[src/rtl/conv_pkg.sv]
// conv_pkg: shared FSM state type and default geometry for the convolution
// sequencer (conv_seq_ctrl) and its multiply-accumulate datapath (conv_mac).
package conv_pkg;

    localparam int NX_DEF = 8;   // input vector length
    localparam int NF_DEF = 4;   // filter length
    localparam int DW_DEF = 8;   // signed sample / coefficient width
    localparam int YW_DEF = 18;  // signed result width

    typedef enum logic [1:0] {
        ST_LOAD    = 2'd0,
        ST_COMPUTE = 2'd1,
        ST_OUTPUT  = 2'd2
    } conv_state_t;

endpackage

[src/rtl/conv_mac.sv]
// conv_mac: signed multiply-accumulate. The full 2*DW-bit product is
// sign-extended to YW bits before accumulation; clear has priority over enable.
module conv_mac
    import conv_pkg::*;
#(
    parameter int DW = DW_DEF,
    parameter int YW = YW_DEF
) (
    input  logic                 clk,
    input  logic                 clear,
    input  logic                 enable,
    input  logic signed [DW-1:0] op_a,
    input  logic signed [DW-1:0] op_b,
    output logic signed [YW-1:0] acc
);

    logic signed [2*DW-1:0] prod;
    logic signed [YW-1:0]   prod_ext;

    assign prod     = op_a * op_b;
    assign prod_ext = {{(YW-2*DW){prod[2*DW-1]}}, prod};

    // accumulator register: synchronous clear, otherwise add one product per enabled cycle
    always_ff @(posedge clk) begin
        if (clear) begin
            acc <= '0;
        end else if (enable) begin
            acc <= acc + prod_ext;
        end
    end

endmodule

[src/rtl/conv_seq_ctrl.sv]
// conv_seq_ctrl: loads an NX-sample vector and an NF-tap filter into external
// single-port memories, then streams out y[j] = sum_k x[j+k]*f[k] for
// j = 0..NX-NF. Optional macro CONV_SEQ_RELU_EN clamps negative results to 0.
//
// state      | meaning
// -----------+-----------------------------------------------------------
// ST_LOAD    | accept x / f beats independently, write them to memory
// ST_COMPUTE | NF reads (x[j+k], f[k]) then one trailing accumulate cycle
// ST_OUTPUT  | present y[j] until m_ready_y, then next j or back to load
module conv_seq_ctrl
    import conv_pkg::*;
#(
    parameter int NX = NX_DEF,
    parameter int NF = NF_DEF,
    parameter int DW = DW_DEF,
    parameter int YW = YW_DEF
) (
    input  logic                  clk,
    input  logic                  reset,
    input  logic [DW-1:0]         s_data_x,
    input  logic                  s_valid_x,
    output logic                  s_ready_x,
    input  logic [DW-1:0]         s_data_f,
    input  logic                  s_valid_f,
    output logic                  s_ready_f,
    output logic [$clog2(NX)-1:0] x_addr,
    output logic                  x_wr_en,
    output logic [DW-1:0]         x_wdata,
    input  logic [DW-1:0]         x_rdata,
    output logic [$clog2(NF)-1:0] f_addr,
    output logic                  f_wr_en,
    output logic [DW-1:0]         f_wdata,
    input  logic [DW-1:0]         f_rdata,
    output logic [YW-1:0]         m_data_y,
    output logic                  m_valid_y,
    input  logic                  m_ready_y
);

    localparam int XAW = $clog2(NX);
    localparam int FAW = $clog2(NF);
    localparam int XCW = $clog2(NX + 1);
    localparam int FCW = $clog2(NF + 1);
    localparam int KW  = $clog2(NF + 1);

    localparam logic [XCW-1:0] X_FULL = XCW'(NX);
    localparam logic [FCW-1:0] F_FULL = FCW'(NF);
    localparam logic [KW-1:0]  K_LAST = KW'(NF);
    localparam logic [XAW-1:0] J_LAST = XAW'(NX - NF);

    conv_state_t state, state_nxt;

    logic [XCW-1:0]       x_cnt;
    logic [FCW-1:0]       f_cnt;
    logic [XAW-1:0]       j;
    logic [KW-1:0]        k;
    logic                 x_acc, f_acc, out_hs;
    logic                 mac_clr, mac_en;
    logic signed [YW-1:0] acc;
    logic [YW-1:0]        y_val;

    // state register, load counters, output index and read phase
    always_ff @(posedge clk) begin
        if (reset) begin
            state <= ST_LOAD;
            x_cnt <= '0;
            f_cnt <= '0;
            j     <= '0;
            k     <= '0;
        end else begin
            state <= state_nxt;
            if (out_hs && state_nxt == ST_LOAD) begin
                x_cnt <= '0;
                f_cnt <= '0;
            end else begin
                if (x_acc) x_cnt <= x_cnt + XCW'(1);
                if (f_acc) f_cnt <= f_cnt + FCW'(1);
            end
            if (out_hs) j <= (state_nxt == ST_LOAD) ? '0 : j + XAW'(1);
            k <= (state == ST_COMPUTE && k != K_LAST) ? k + KW'(1) : '0;
        end
    end

    // next state, stream handshakes and memory port drive; everything idle while in reset
    always_comb begin
        state_nxt = state;
        s_ready_x = 1'b0;
        s_ready_f = 1'b0;
        x_acc     = 1'b0;
        f_acc     = 1'b0;
        x_wr_en   = 1'b0;
        x_addr    = '0;
        x_wdata   = '0;
        f_wr_en   = 1'b0;
        f_addr    = '0;
        f_wdata   = '0;
        m_valid_y = 1'b0;
        out_hs    = 1'b0;
        mac_en    = 1'b0;
        mac_clr   = reset;
        if (!reset) begin
            unique case (state)
                ST_LOAD: begin
                    s_ready_x = (x_cnt < X_FULL);
                    s_ready_f = (f_cnt < F_FULL);
                    x_acc     = s_valid_x & s_ready_x;
                    f_acc     = s_valid_f & s_ready_f;
                    x_wr_en   = x_acc;
                    x_addr    = x_cnt[XAW-1:0];
                    x_wdata   = s_data_x;
                    f_wr_en   = f_acc;
                    f_addr    = f_cnt[FAW-1:0];
                    f_wdata   = s_data_f;
                    if (x_cnt == X_FULL && f_cnt == F_FULL) begin
                        state_nxt = ST_COMPUTE;
                        mac_clr   = 1'b1;
                    end
                end
                ST_COMPUTE: begin
                    // read data arrives one cycle after the address, so phase k
                    // accumulates the pair addressed in phase k-1
                    if (k != K_LAST) begin
                        x_addr = j + XAW'(k);
                        f_addr = FAW'(k);
                    end
                    mac_en = (k != '0);
                    if (k == K_LAST) state_nxt = ST_OUTPUT;
                end
                ST_OUTPUT: begin
                    m_valid_y = 1'b1;
                    out_hs    = m_ready_y;
                    if (m_ready_y) begin
                        if (j < J_LAST) begin
                            state_nxt = ST_COMPUTE;
                            mac_clr   = 1'b1;
                        end else begin
                            state_nxt = ST_LOAD;
                        end
                    end
                end
                default: state_nxt = ST_LOAD;
            endcase
        end
    end

    // result presentation; the accumulator is frozen outside COMPUTE so y stays stable
    always_comb begin
`ifdef CONV_SEQ_RELU_EN
        y_val = acc[YW-1] ? '0 : acc;
`else
        y_val = acc;
`endif
        m_data_y = reset ? '0 : y_val;
    end

    conv_mac #(
        .DW (DW),
        .YW (YW)
    ) u_mac (
        .clk    (clk),
        .clear  (mac_clr),
        .enable (mac_en),
        .op_a   (x_rdata),
        .op_b   (f_rdata),
        .acc    (acc)
    );

endmodule

[config.mk]
export PLATFORM = sky130hd
export DESIGN_NAME = conv_seq_ctrl
export DESIGN_NICKNAME = d
export VERILOG_FILES = /design/src/rtl/conv_pkg.sv /design/src/rtl/conv_mac.sv /design/src/rtl/conv_seq_ctrl.sv
export SDC_FILE = /design/constraint.sdc
export NUM_CORES = 1
export LEC_CHECK = 0
export BUFFER_PORTS_ARGS = -buffer_cell sky130_fd_sc_hd__buf_2
export CAP_MARGIN = 10
export CORE_MARGIN = 1
export CORE_UTILIZATION = 53
export CTS_CLUSTER_SIZE = 24
export DETAILED_ROUTE_END_ITERATION = 10
export PLACE_DENSITY = 0.89
export RECOVER_POWER = 50
export SYNTH_ARGS = -nofsm -noshare
export SYNTH_HDL_FRONTEND = slang
export SYNTH_SLANG_ARGS = --single-unit
[constraint.sdc]
create_clock -name clk -period 5.45 [get_ports clk]
set_clock_uncertainty 0.05 [all_clocks]
set_input_delay 1.3625 -clock clk [delete_from_list [all_inputs] [get_ports clk]]
set_output_delay 1.3625 -clock clk [all_outputs]
set_load 0.01 [all_outputs]
### Word-level counts from Yosys, hierarchy flattened

Cells that the tools add are included.
W data, S select, Z words.

| cells by class | value |
|---|---|
| multipliers | 1 |
| reduce and logical (&&, ||, !) cells | 8 |
| equality and inequality tests | 6 |
| magnitude comparators | 3 |
| add/subtract/negate cells | 6 |
| bitwise operators | 3 |
| multiplexer cells | 37 |
| div/mod/pow operators | 0 |
| shift-type cells | 0 |

Operators with widths:

| operator | count |
|---|---|
| $mux W8 | 4 |
| $mux W1 | 19 |
| $add A18 B16 Y18 | 1 |
| $mux W18 | 1 |
| $mul A8 B8 Y16 | 1 |
| $mux W2 | 6 |
| $add A3 B1 Y3 const B | 3 |
| $mux W3 | 3 |
| $eq A3 B3 Y1 const B | 2 |
| $lt A3 B3 Y1 const B | 2 |
| $pmux W2 S3 | 1 |
| $pmux W3 S2 | 1 |
| $add A4 B1 Y4 const B | 1 |
| $eq A4 B4 Y1 const B | 1 |
| $logic_not A2 Y1 | 2 |
| $lt A4 B4 Y1 const B | 1 |
| $pmux W2 S2 | 1 |
| $reduce_or A2 Y1 | 2 |
| $add A3 B3 Y3 | 1 |
| $logic_and A1 B1 Y1 | 3 |
| $ne A3 B3 Y1 const B | 1 |
| $reduce_bool A3 Y1 | 1 |
| $and A1 B1 Y1 | 2 |
| $eq A2 B1 Y1 const B | 1 |
| 3 further kinds | 3 |

| word-level totals | value |
|---|---|
| bits in registers | 33 |
| memory bits (writable) | 0 |
| bits in latches | 0 |
| ROM bits | 0 |
| input bits | 37 |
| memories kept | 0 |

### Depth between registers and ports, before layout

Gate-level depths: netlist (run 1).

| logic depth | value |
|---|---|
| depth in word-level cells | 8 |
| mapped depth | 18 |
| depth with buffers taken out | 18 |

### Hierarchy

A second synthesis (run 1) with hierarchy kept.

| second synthesis, totals | value |
|---|---|
| cells, all modules | 553 |
| area total of the unflattened synthesis | 5042.3 um2 |

Modules (own cells, without submodules):

| module | instances | cells an instance | area each (um2) | sequential area each (um2) |
|---|---|---|---|---|
| conv_mac | 1 | 408 | 3917.5 | 360.3 |
| conv_seq_ctrl | 1 | 145 | 1124.8 | 300.3 |

### Least setup slack after synthesis (run 1)

No wires, ideal clock.

| timing path | value |
|---|---|
| kind | in2reg |
| from | input f_rdata[1] |
| to | register u_mac.acc[16] |
| required time | 5.260 ns |
| buffers on the path | 0 |
| slack | -0.264 ns |
| cell stages on the path | 15 |
| library setup time | 0.140 ns |
| arrival | 5.524 ns |
| path through | and2_1 > fa_1 > fa_1 > fa_1 > inv_1 > fa_1 > inv_1 > ha_1 > ha_1 > and4_1 > a211oi_1 > o21a_1 > o221ai_1 > mux2i_1 > o311ai_0 |

| between the ends | value |
|---|---|
| word-level cells in the longest chain between the ends | 2 |

Ends and longest elaborated chain:

| element | RTL line | source |
|---|---|---|
| from (decl) | conv_seq_ctrl.sv:33 | `input logic [DW-1:0] f_rdata,` |
| $mul A8 B8 Y16 | conv_mac.sv:20 | `assign prod = op_a * op_b;` |
| $add A18 B16 Y18 | conv_mac.sv:28 | `acc <= acc + prod_ext;` |
| to (signal assigned) | conv_mac.sv:28 |  |
| to (decl) | conv_mac.sv:14 | `output logic signed [YW-1:0] acc` |

Every way passes these cells.
A chain may end at the register's enable or synchronous reset.

### Worst setup path after layout (run 1)

| timing path | value |
|---|---|
| from | input x_rdata[7] |
| to | register u_mac.acc[14] |

| between the ends | value |
|---|---|
| word-level cells in the longest chain between the ends | 2 |

Ends and longest elaborated chain:

| element | RTL line | source |
|---|---|---|
| from (decl) | conv_seq_ctrl.sv:29 | `input logic [DW-1:0] x_rdata,` |
| $mul A8 B8 Y16 | conv_mac.sv:20 |  |
| $add A18 B16 Y18 | conv_mac.sv:28 |  |

Every way passes these cells.

==> results.cfg, run 1 <==
[routing]
vias_per_cell = 5.55
wl_mm = 14.2
drtAntennaViolNets = 0
remaining_drc_errors = 0
drtIter0Drc = 207
dr.pass1.iters = 4
vias = 4500
wire_per_inst_um = 17.5

[critical_path]
cp_cell_sequence = buf_8 -> and2_4 -> buf_12 -> fa_1 -> fa_1 -> inv_2 -> fa_1 -> inv_1 -> fa_1 -> ha_4 -> ha_4 -> a21o_1 -> a211oi_2 -> o21a_1 -> nand3b_1 -> mux2i_1 -> a21oi_1
crit_fanout = 7
cp.arrival_ns = 5.70
path_common_cell = fa_1
cp_slowest_cell = fa_1
max_stage_delay_ns = 0.62
critPathCaptureType = flip-flop
critPathKind = in -> reg
cp.required_ns = 5.58
setup.worst_path.start_class = primary input

[status]
status = complete, but fails checks
violations = capacitance limit, slew limit, setup timing

[logic_synthesis]
ys_warn_count = 0
synth_flop_cell = dfxtp_1
syn_area_per_cell_um2 = 8.95
ys_seq_area_share_pct = 13.2
synth_area_um2 = 5010
ys_ff_latch = 33
synth.net_count = 728
synthArstFlopShare_pct = 0
synth_edf_count = 0
ys_types = 51
syn_inst = 560

[clock_network]
h-tree-depth = 2
ctsHoldBuffers = 0
clockBufferDepth = 2
cts_root_buffer = clkbuf_8
clkTransAtPathRegs_ns = 0.08
cts_tree = built
cts_buffers = 5
insertion_delay_ns = 0.29
cts_num_sinks = 33

[timing]
finalSetupTns_ns = -0.260
slew_headroom_pct = -2.59
tightest_slew_ns = 1.54
setup_ws_ns = -0.126
post-route-period-util_pct = 102
hold_viol_final = 0
finalSetupViolCount = 3
min_period_ns = 5.58
slew_viol_final = 35
rsz0062_at_grt = true
fmax_mhz = 179

[grt]
grt-ovfl-total = 0
grt_pass1_wl_mm = 22.6
antenna_found_initial = 0
track_usage_pct = 29.2
grt_max_degree = 35
grt_pass1_vias = 4909

[placement]
dp_hpwl_mm = 10.3
post-place-cells = 791
place_congestion = 0.898
port_buffers = 80

[power]
switchingPower_mw = 1.33
p_per_area_nw_per_um2 = 459
vdd_drop_max_v = 0.000267
share_seq_of_total_power_pct = 8.2
internal_power_mw = 1.64
pwr-share-comb_pct = 82.3
pwr-share-clk_pct = 9.4
sw_frac_of_total_pct = 44.7
leakage_nw = 3.16
power_mw = 2.97

[final_layout]
final_util_pct = 70.4
areaGrowthSynthToFinish_pct = 29.1
instances_no_fill = 811
final_common_cell = inv_1
nets = 867
fillers = 666
drive_gt1_share_pct = 27.7
mostFrequentLayoutCells = inv_1, fa_1, buf_4
n_antenna_cell = 0

[die]
die_h_um = 99.3
ios = 81
dieArea_um2 = 9850
rows = 35
die_w_um = 99.3
core_um2 = 9200
initial_core_util_pct = 54.5

[flow_run]
drv_cap = 1

[min_path]
hp-class = reg -> reg
## power groups by stage
stage | combinational [mW] | clock [mW] | sequential [mW]
2_1_floorplan | 1.10 | 0 | 0.250
6_report | 2.45 | 0.280 | 0.245
4_1_cts | 1.94 | 0.281 | 0.245
5_1_grt | 2.64 | 0.292 | 0.245
3_3_place_gp | 1.63 | 0 | 0.250
3_5_place_dp | 1.74 | 0 | 0.250
## cell usage after synthesis (2+ instances only)
| cell type | instances | share of area (%) |
|---|---|---|
| a211oi_1 | 3 | 0.45 |
| a21o_1 | 5 | 0.75 |
| a21oi_1 | 27 | 2.7 |
| a2bb2oi_1 | 4 | 0.70 |
| a31oi_1 | 2 | 0.25 |
| and2_1 | 52 | 6.5 |
| and3_1 | 3 | 0.37 |
| buf_2 | 7 | 0.70 |
| clkbuf_1 | 5 | 0.37 |
| dfxtp_1 | 33 | 13 |
| fa_1 | 81 | 32 |
| ha_1 | 50 | 12 |
| inv_1 | 100 | 7.5 |
| mux2i_1 | 4 | 0.80 |
| nand2_1 | 52 | 3.9 |
| nand2b_1 | 5 | 0.62 |
| nand3_1 | 4 | 0.40 |
| nand4_1 | 2 | 0.25 |
| nor2_1 | 31 | 2.3 |
| nor2b_1 | 16 | 2.0 |
| nor3_1 | 14 | 1.4 |
| nor3_2 | 2 | 0.40 |
| nor3b_1 | 3 | 0.45 |
| nor4_1 | 3 | 0.37 |
| o21a_1 | 2 | 0.30 |
| o21ai_0 | 2 | 0.20 |
| o21ai_1 | 2 | 0.20 |
| o21bai_1 | 4 | 0.60 |
| or2_0 | 3 | 0.37 |
| xnor2_1 | 16 | 2.8 |
| xor2_1 | 3 | 0.52 |
## cell type report
class                      instances  area, um^2  share of cell area, %
multi-input combinational        414        4250                   65.6
timing repair buffer             145         916                   14.1
sequential                        33         661                   10.2
inverter                         100         379                   5.86
tap                              111         139                   2.14
clock buffer                       5        68.8                   1.06
clock inverter                     3        65.1                   1.00
## cells by family (layout without fill, tap and decap cells)
kind of cell,count (synthesis),in the layout,share of synthesized area (%)
and+or+nand+nor,198,198,20.7
adders and majority gates,131,131,44.8
AOI/OAI and AO/OA,61,61,8.04
muxes,4,4,0.799
DFF,33,33,13.2
xor gates and xnor gates,20,20,3.77
buffers and inverters,113,253,8.71
## repair_timing
item,4_1_cts,5_1_grt
resized for setup,23,51
setup buffers,3,9
setup endpoints to repair,7,9
pin swaps,20,51
## metrics by stage
stage	hold slack [ns]	worst slack (ns)	instance area [um^2]
2_1_floorplan	0.386	-0.0266	5040
3_3_place_gp	0.392	-0.275	5920
3_5_place_dp	0.398	-0.440	5920
4_1_cts	0.409	0.00903	6200
5_1_grt	0.428	-0.250	6470
6_report	0.408	-0.126	6470
## state kept, by name, summed over array words and instances (netlist names)
name / flops
u_mac.acc: 18
x_cnt: 4
f_cnt: 3
j: 3
k: 3
state: 2
## layer usage
metal | part of all wire [%] | global-route usage, % | up-vias
met5 | 0 | 0 | -
met4 | 6.0 | 13.6 | 0
met3 | 5.9 | 4.57 | 77
met2 | 53 | 55.7 | 221
met1 | 35 | 31.5 | 2170
li1 | - | - | 2032
## critical path, delay by kind of cell
family                   cells  cell delay, ns
adder cells (fa/ha/maj)      6            2.62
multiplexers                 1            0.27
buffers and inverters        4            0.39
AND/OR/NAND/NOR              2            0.33
AO/OA/AOI/OAI                4            0.74
## worst paths after layout
check,end,depth (start not counted),slack (ns),from
worst max-delay path,u_mac.acc[14]$_SDFFE_PP0P_,17,-0.13,x_rdata[7]
worst min-delay path,u_mac.acc[3]$_SDFFE_PP0P_,2,0.41,u_mac.acc[3]$_SDFFE_PP0P_
worst max register to register,u_mac.acc[14]$_SDFFE_PP0P_,14,0.95,u_mac.acc[9]$_SDFFE_PP0P_
worst min register to register,u_mac.acc[3]$_SDFFE_PP0P_,2,0.41,u_mac.acc[3]$_SDFFE_PP0P_
(Power assumes the default switching activity.)
==> run 2: changes to the inputs <==
Settings changed: PLACE_DENSITY 0.89 to 0.88, SYNTH_HIERARCHICAL from default to 1.
==> results.cfg, run 2 <==
[final_layout]
reg_top3 = u_mac/acc (18), x_cnt (4)
areaGrowthSynthToFinish_pct = 27.5
seq_area_um2 = 661
instances_no_fill = 815
n_antenna_cell = 0
drive_gt1_share_pct = 30.0
top_register = u_mac/acc
fillers = 647
nets = 853
stdcell_area_um2 = 6430
final_common_cell = inv_1
largest_reg_flops = 18
mostFrequentLayoutCells = inv_1, fa_1, buf_2
multiInputGateArea_um2 = 4250

[clock_network]
clockBufferDepth = 2
h-tree-depth = 2
cts_tree = built
cts_num_sinks = 33
clkTransAtPathRegs_ns = 0.08
cts_root_buffer = clkbuf_8
insertion_delay_ns = 0.29
cts_buffers = 5
ctsHoldBuffers = 0

[logic_synthesis]
ys_types = 51
synth_area_um2 = 5040
syn_inst = 553
synth_top_area_share_pct = 32.2
synthArstFlopShare_pct = 0
synth_top_area_cell = fa_1
ys_ff_latch = 33
synthTopCellsByCount = inv_1, fa_1, ha_1, and2_1, nand2_1
synth_edf_count = 0
synth.net_count = 721
synth_area_leaders = fa_1, dfxtp_1, ha_1
ys_warn_count = 6
syn_area_per_cell_um2 = 9.12
ys_seq_area_share_pct = 13.1
synth_flop_cell = dfxtp_1
synth_most_common_cell = inv_1

[critical_path]
cp_cell_sequence = buf_2 -> buf_4 -> and2_1 -> fa_1 -> fa_1 -> fa_2 -> fa_1 -> ha_1 -> ha_4 -> nand4b_1 -> a311o_1 -> nand3_1 -> nor3b_2 -> mux2_4
crit_fanout = 5
r2r-end = u_mac/acc[17]$_SDFFE_PP0P_
cp.required_ns = 5.59
cp.arrival_ns = 5.69
path_common_cell = fa_1
regToRegSetupSlack_ns = 0.68
critPathKind = in -> reg
max_stage_delay_ns = 0.58
worstRegToRegCells = 16
setup.worst_path.start_class = primary input
critPathCaptureType = flip-flop
cp_slowest_cell = fa_1
rr_startpoint = u_mac/acc[6]$_SDFFE_PP0P_

[placement]
dpl-instance-area_um2 = 6000
dp_hpwl_mm = 10.2
post-place-cells = 802
place_congestion = 0.891
port_buffers = 80

[routing]
remaining_drc_errors = 0
wire_per_inst_um = 17.0
vias = 4451
vias_per_cell = 5.46
dr.pass1.iters = 5
wl_mm = 13.8
drtIter0Drc = 232
drtAntennaViolNets = 0

[power]
pwr-share-comb_pct = 84.2
share_seq_of_total_power_pct = 8.9
pwr-share-clk_pct = 6.8
internal_power_mw = 1.52
p_per_area_nw_per_um2 = 426
vdd_drop_max_v = 0.000259
leakage_nw = 3.11
switchingPower_mw = 1.22
sw_frac_of_total_pct = 44.6

[die]
initial_core_util_pct = 54.6
die_w_um = 99.5
core_um2 = 9240
rows = 35
ios = 81
dieArea_um2 = 9910
die_h_um = 99.5

[min_path]
whs_path_depth = 2
min-delay-start = f_cnt[1]$_SDFFE_PP0P_
whs_endpoint = f_cnt[1]$_SDFFE_PP0P_
hp-class = reg -> reg

[timing]
setup_ws_ns = -0.102
slew_viol_final = 31
rsz0062_at_grt = true
min_period_ns = 5.55
finalSetupViolCount = 3
fmax_mhz = 180
slew_headroom_pct = -0.412
post-route-period-util_pct = 102
hold_viol_final = 0
tightest_slew_ns = 1.51

[grt]
track_usage_pct = 27.7
antenna_found_initial = 0
grt_pass1_vias = 4759
grt_pass1_wl_mm = 21.7
grt_max_degree = 32
grt-ovfl-total = 0

[status]
status = complete, but fails checks
violations = capacitance limit, slew limit, setup timing

[flow_run]
drv_cap = 1
==> run 2: cell count changes in the layout (fill, tap and decap cells not counted), moves of 4 or more <==
cell      delta
nand3b_1     +4
nand2_1     -14
clkbuf_1    -18
nor2b_1     +11
mux2i_1      +5
nor2_1       +8
o21bai_1     -4
buf_2       +12
a21oi_1     -10
nor3_1       -6
==> run 2: final cells by class <==
type                            count  area share (%)
Clock buffer                        5            1.07
Clock inverter                      3           0.272
Inverter                           99            5.82
Multi-Input combinational cell    408            66.1
Sequential cell                    33            10.3
Tap cell                          129            2.51
Timing Repair Buffer              138            13.9
==> run 2: cell families (layout without fill, tap and decap cells) <==
logic type | Yosys count | after routing | share of synthesized area (%)
adder cells (fa/ha/maj) | 131 | 131 | 44.6
AO/OA/AOI/OAI | 53 | 53 | 7.30
buffers and inverters | 112 | 245 | 8.59
multiplexers | 12 | 12 | 2.53
XOR/XNOR | 18 | 18 | 3.13
flip-flops | 33 | 33 | 13.1
AND/OR/NAND/NOR | 194 | 194 | 20.8
==> run 2: layer usage <==
layer / GRT usage, % / vias up / wire, um
met1: 31.3 / 2214 / 5280
met5: 0 / - / 0
met2: 51.9 / 192 / 7330
met4: 10.9 / 0 / 508
met3: 4.64 / 46 / 728
li1: - / 1999 / -
==> run 2: worst max path at each step <==
stage	start	cells after the start	to	slack [ns]
2_1_floorplan	x_rdata[7]	15	u_mac/acc[17]$_SDFFE_PP0P_	-0.18
3_3_place_gp	f_rdata[5]	15	u_mac/acc[17]$_SDFFE_PP0P_	-0.42
3_5_place_dp	f_rdata[5]	15	u_mac/acc[17]$_SDFFE_PP0P_	-0.54
4_1_cts	f_rdata[2]	17	u_mac/acc[17]$_SDFFE_PP0P_	-0.02
5_1_grt	x_rdata[2]	14	u_mac/acc[17]$_SDFFE_PP0P_	-0.15
6_report	x_rdata[2]	14	u_mac/acc[17]$_SDFFE_PP0P_	-0.10
==> run 2: repair_timing <==
item                       CTS  global route
buffers inserted             4             1
gates resized for setup     39            30
pin swaps                   43            28
setup endpoints to repair    8             8
==> run 2: power groups by stage <==
stage	logic, mW	registers, mW	clock network, mW
final	2.31	0.245	0.187
after detailed placement	1.79	0.250	0
after CTS	2.06	0.245	0.189
after global placement	1.68	0.250	0
after global routing	2.45	0.245	0.200
after floorplan	1.10	0.250	0
==> run 2: stage by stage <==
stage	hold WS, ns	setup WS [ns]	TNS (ns)	utilization (%)	power [mW]
after CTS	0.444	-0.0227	-0.0227	68.4	2.50
after detailed placement	0.430	-0.540	-3.68	64.9	2.04
final	0.441	-0.102	-0.155	69.6	2.74
after global placement	0.412	-0.424	-2.75	64.9	1.93
after floorplan	0.394	-0.184	-0.397	-	1.35
after global routing	0.480	-0.153	-0.489	69.6	2.89
==> run 2: critical path, delay by kind of cell <==
family | cells | cell delay [ns]
adders and majority gates | 6 | 2.69
muxes | 1 | 0.32
AOI/OAI and AO/OA | 1 | 0.37
and+or+nand+nor | 4 | 0.67
buffers and inverters | 2 | 0.27
==> run 3: changes to the inputs <==
Settings changed: ABC_AREA from default to 1, CORE_UTILIZATION 53 to 54, GPL_ROUTABILITY_DRIVEN from default to 0, PLACE_DENSITY 0.88 to 0.89.
==> results.cfg, run 3 <==
[logic_synthesis]
synth_top_area_cell = fa_1
synth_area_leaders = fa_1, inv_1, dfxtp_1
synth_fa_ha_area_share_pct = 41.4
synth.net_count = 908
synth_top_area_share_pct = 29.9
synth_flop_cell = dfxtp_1
synth_top_family_by_area = adder cells
ys_ff_latch = 33
yosys.area_share.simple_pct = 23.7
synth_mux_area_share_pct = 0
synth_most_common_cell = inv_1
synthTopCellsByCount = inv_1, nand2_1, nor2_1, fa_1, ha_1
synth_xor_area_share_pct = 1.94
ys_types = 41
ys_seq_area_share_pct = 12.2
syn_inst = 740
syn_area_per_cell_um2 = 7.33
synth_area_um2 = 5420
synth_edf_count = 0
synthArstFlopShare_pct = 0
synth_compound_area_share_pct = 5.33
ys_warn_count = 6

[routing]
remaining_drc_errors = 0
wire_per_inst_um = 13.2
vias_per_cell = 4.92
dr.pass1.iters = 5
drtIter0Drc = 252
vias = 4785
drtAntennaViolNets = 0
wl_mm = 12.8

[critical_path]
regToRegSetupSlack_ns = 1.11
critPathKind = in -> reg
cp.arrival_ns = 5.53
setup.worst_path.start_class = primary input
critPathCaptureType = flip-flop
cp.required_ns = 5.59
rr_startpoint = u_mac/acc[4]$_SDFFE_PP0P_
r2r-end = u_mac/acc[14]$_SDFFE_PP0P_
worstRegToRegCells = 21
crit_fanout = 6

[final_layout]
drive_gt1_share_pct = 18.0
reg_top3 = u_mac/acc (18), x_cnt (4)
mostFrequentLayoutCells = inv_1, nand2_1, nor2_1
top_register = u_mac/acc
seq_area_um2 = 661
fillers = 811
instances_no_fill = 973
largest_reg_flops = 18
n_antenna_cell = 0
areaGrowthSynthToFinish_pct = 16.7
final_common_cell = inv_1
multiInputGateArea_um2 = 4000
nets = 1008

[timing]
holdWs_ns = 0.442
hold_viol_final = 0
slew_headroom_pct = 37.4
slew_viol_final = 0
rsz0062_at_grt = true
min_period_ns = 5.39
post-route-period-util_pct = 98.8
finalSetupViolCount = 0
finalSetupTns_ns = 0
fmax_mhz = 186
tightest_slew_ns = 0.937

[power]
switchingPower_mw = 1.25
vdd_drop_max_v = 0.000365
pwr-share-comb_pct = 82.5
power_mw = 2.50
leakage_nw = 3.62
pwr-share-clk_pct = 7.7
sw_frac_of_total_pct = 50.0
internal_power_mw = 1.25
p_per_area_nw_per_um2 = 395
share_seq_of_total_power_pct = 9.8

[grt]
antenna_found_initial = 0
grt_pass1_wl_mm = 20.9
track_usage_pct = 25.2
grt_max_degree = 28
grt_pass1_vias = 4798
grt-ovfl-total = 0

[die]
dieArea_um2 = 10400
ios = 81
core_um2 = 9770
initial_core_util_pct = 55.5
rows = 36
die_w_um = 102
die_h_um = 102

[clock_network]
cts_root_buffer = clkbuf_8
h-tree-depth = 2
cts_buffers = 5
clkTransAtPathRegs_ns = 0.07
cts_num_sinks = 33
clockBufferDepth = 2
insertion_delay_ns = 0.29
cts_tree = built
ctsHoldBuffers = 0

[placement]
dp_hpwl_mm = 10.5
post-place-cells = 964
port_buffers = 80

[min_path]
whs_path_depth = 1
whs_endpoint = k[0]$_SDFF_PP0_
min-delay-start = k[0]$_SDFF_PP0_
hp-class = reg -> reg

[status]
status = finished clean

[flow_run]
drv_cap = 0
-- run 3: cell types whose count changed in the layout (fill, tap and decap cells not counted), sizes merged, moves of 5 or more --
cell    delta
clkbuf    +17
nor2      +65
nand2b     -5
o21ai     +14
and2      -48
inv       +92
mux2i      -9
nand3     +17
buf       -36
nand2    +116
xnor2     -10
nor2b     -27
-- run 3: critical path, cell delays in order --
cell	delay (ns)
buf_2	0.15
nand2_1	0.14
fa_2	0.54
buf_4	0.17
fa_1	0.53
inv_1	0.06
fa_1	0.51
fa_1	0.50
ha_1	0.32
ha_1	0.35
a21o_1	0.22
nor2_1	0.16
nand2_1	0.11
nand2_1	0.10
nand2_1	0.05
nand2_1	0.05
nand3_1	0.06
nand2_1	0.10
inv_1	0.04
-- run 3: power by group through the flow --
stage / Clock [mW] / Sequential, mW / Combinational, mW
after floorplan: 0 / 0.250 / 1.30
after global placement: 0 / 0.250 / 1.79
after detailed placement: 0 / 0.251 / 1.86
after CTS: 0.195 / 0.245 / 1.87
after global routing: 0.209 / 0.245 / 2.28
final: 0.193 / 0.245 / 2.06
-- run 3: worst max-delay path by stage --
stage / startpoint / end / slack (ns) / depth (start not counted)
after floorplan: x_rdata[0] / u_mac/acc[14]$_SDFFE_PP0P_ / -0.02 / 19
after global placement: x_rdata[0] / u_mac/acc[14]$_SDFFE_PP0P_ / -0.14 / 19
after detailed placement: f_rdata[7] / u_mac/acc[14]$_SDFFE_PP0P_ / -0.22 / 20
after CTS: f_rdata[7] / u_mac/acc[14]$_SDFFE_PP0P_ / 0.07 / 20
after global routing: x_rdata[7] / u_mac/acc[14]$_SDFFE_PP0P_ / -0.17 / 19
final: x_rdata[7] / u_mac/acc[14]$_SDFFE_PP0P_ / 0.06 / 19
-- run 3: logic make-up after synthesis --
logic type,count (synthesis)
AND/OR/NAND/NOR,295
buffers and inverters,218
adder cells (fa/ha/maj),131
AO/OA/AOI/OAI,51
flip-flops,33
XOR/XNOR,12
-- run 3: final cells by class --
type                       count  area share (%)
clock buffer                   6            1.31
clock inverter                 1           0.119
inverter                     193            11.6
multi-input combinational    489            63.2
sequential                    33            10.4
tap                          133            2.63
timing repair buffer         118            10.7
-- run 3: through the flow --
stage	area, um^2	util (%)	setup slack [ns]
after floorplan	5470	-	-0.0250
after global placement	6210	63.6	-0.138
after detailed placement	6210	63.6	-0.224
after CTS	6300	64.5	0.0710
after global routing	6320	64.7	-0.170
final	6320	64.7	0.0636
-- run 3: per-layer routing --
metal | share of wire, % | global-route usage, % | vias up | routed length (um)
li1 | - | - | 2348 | -
met1 | 40 | 30.4 | 2250 | 5140
met2 | 52 | 46.5 | 138 | 6630
met3 | 4.1 | 3.28 | 49 | 525
met4 | 4.0 | 7.80 | 0 | 517
met5 | 0 | 0 | - | 0
-- run 3: repair_timing --
item / in CTS / in global routing
setup buffers: 0 / 2
setup endpoints to repair: 0 / 8
gates resized for setup: 0 / 7
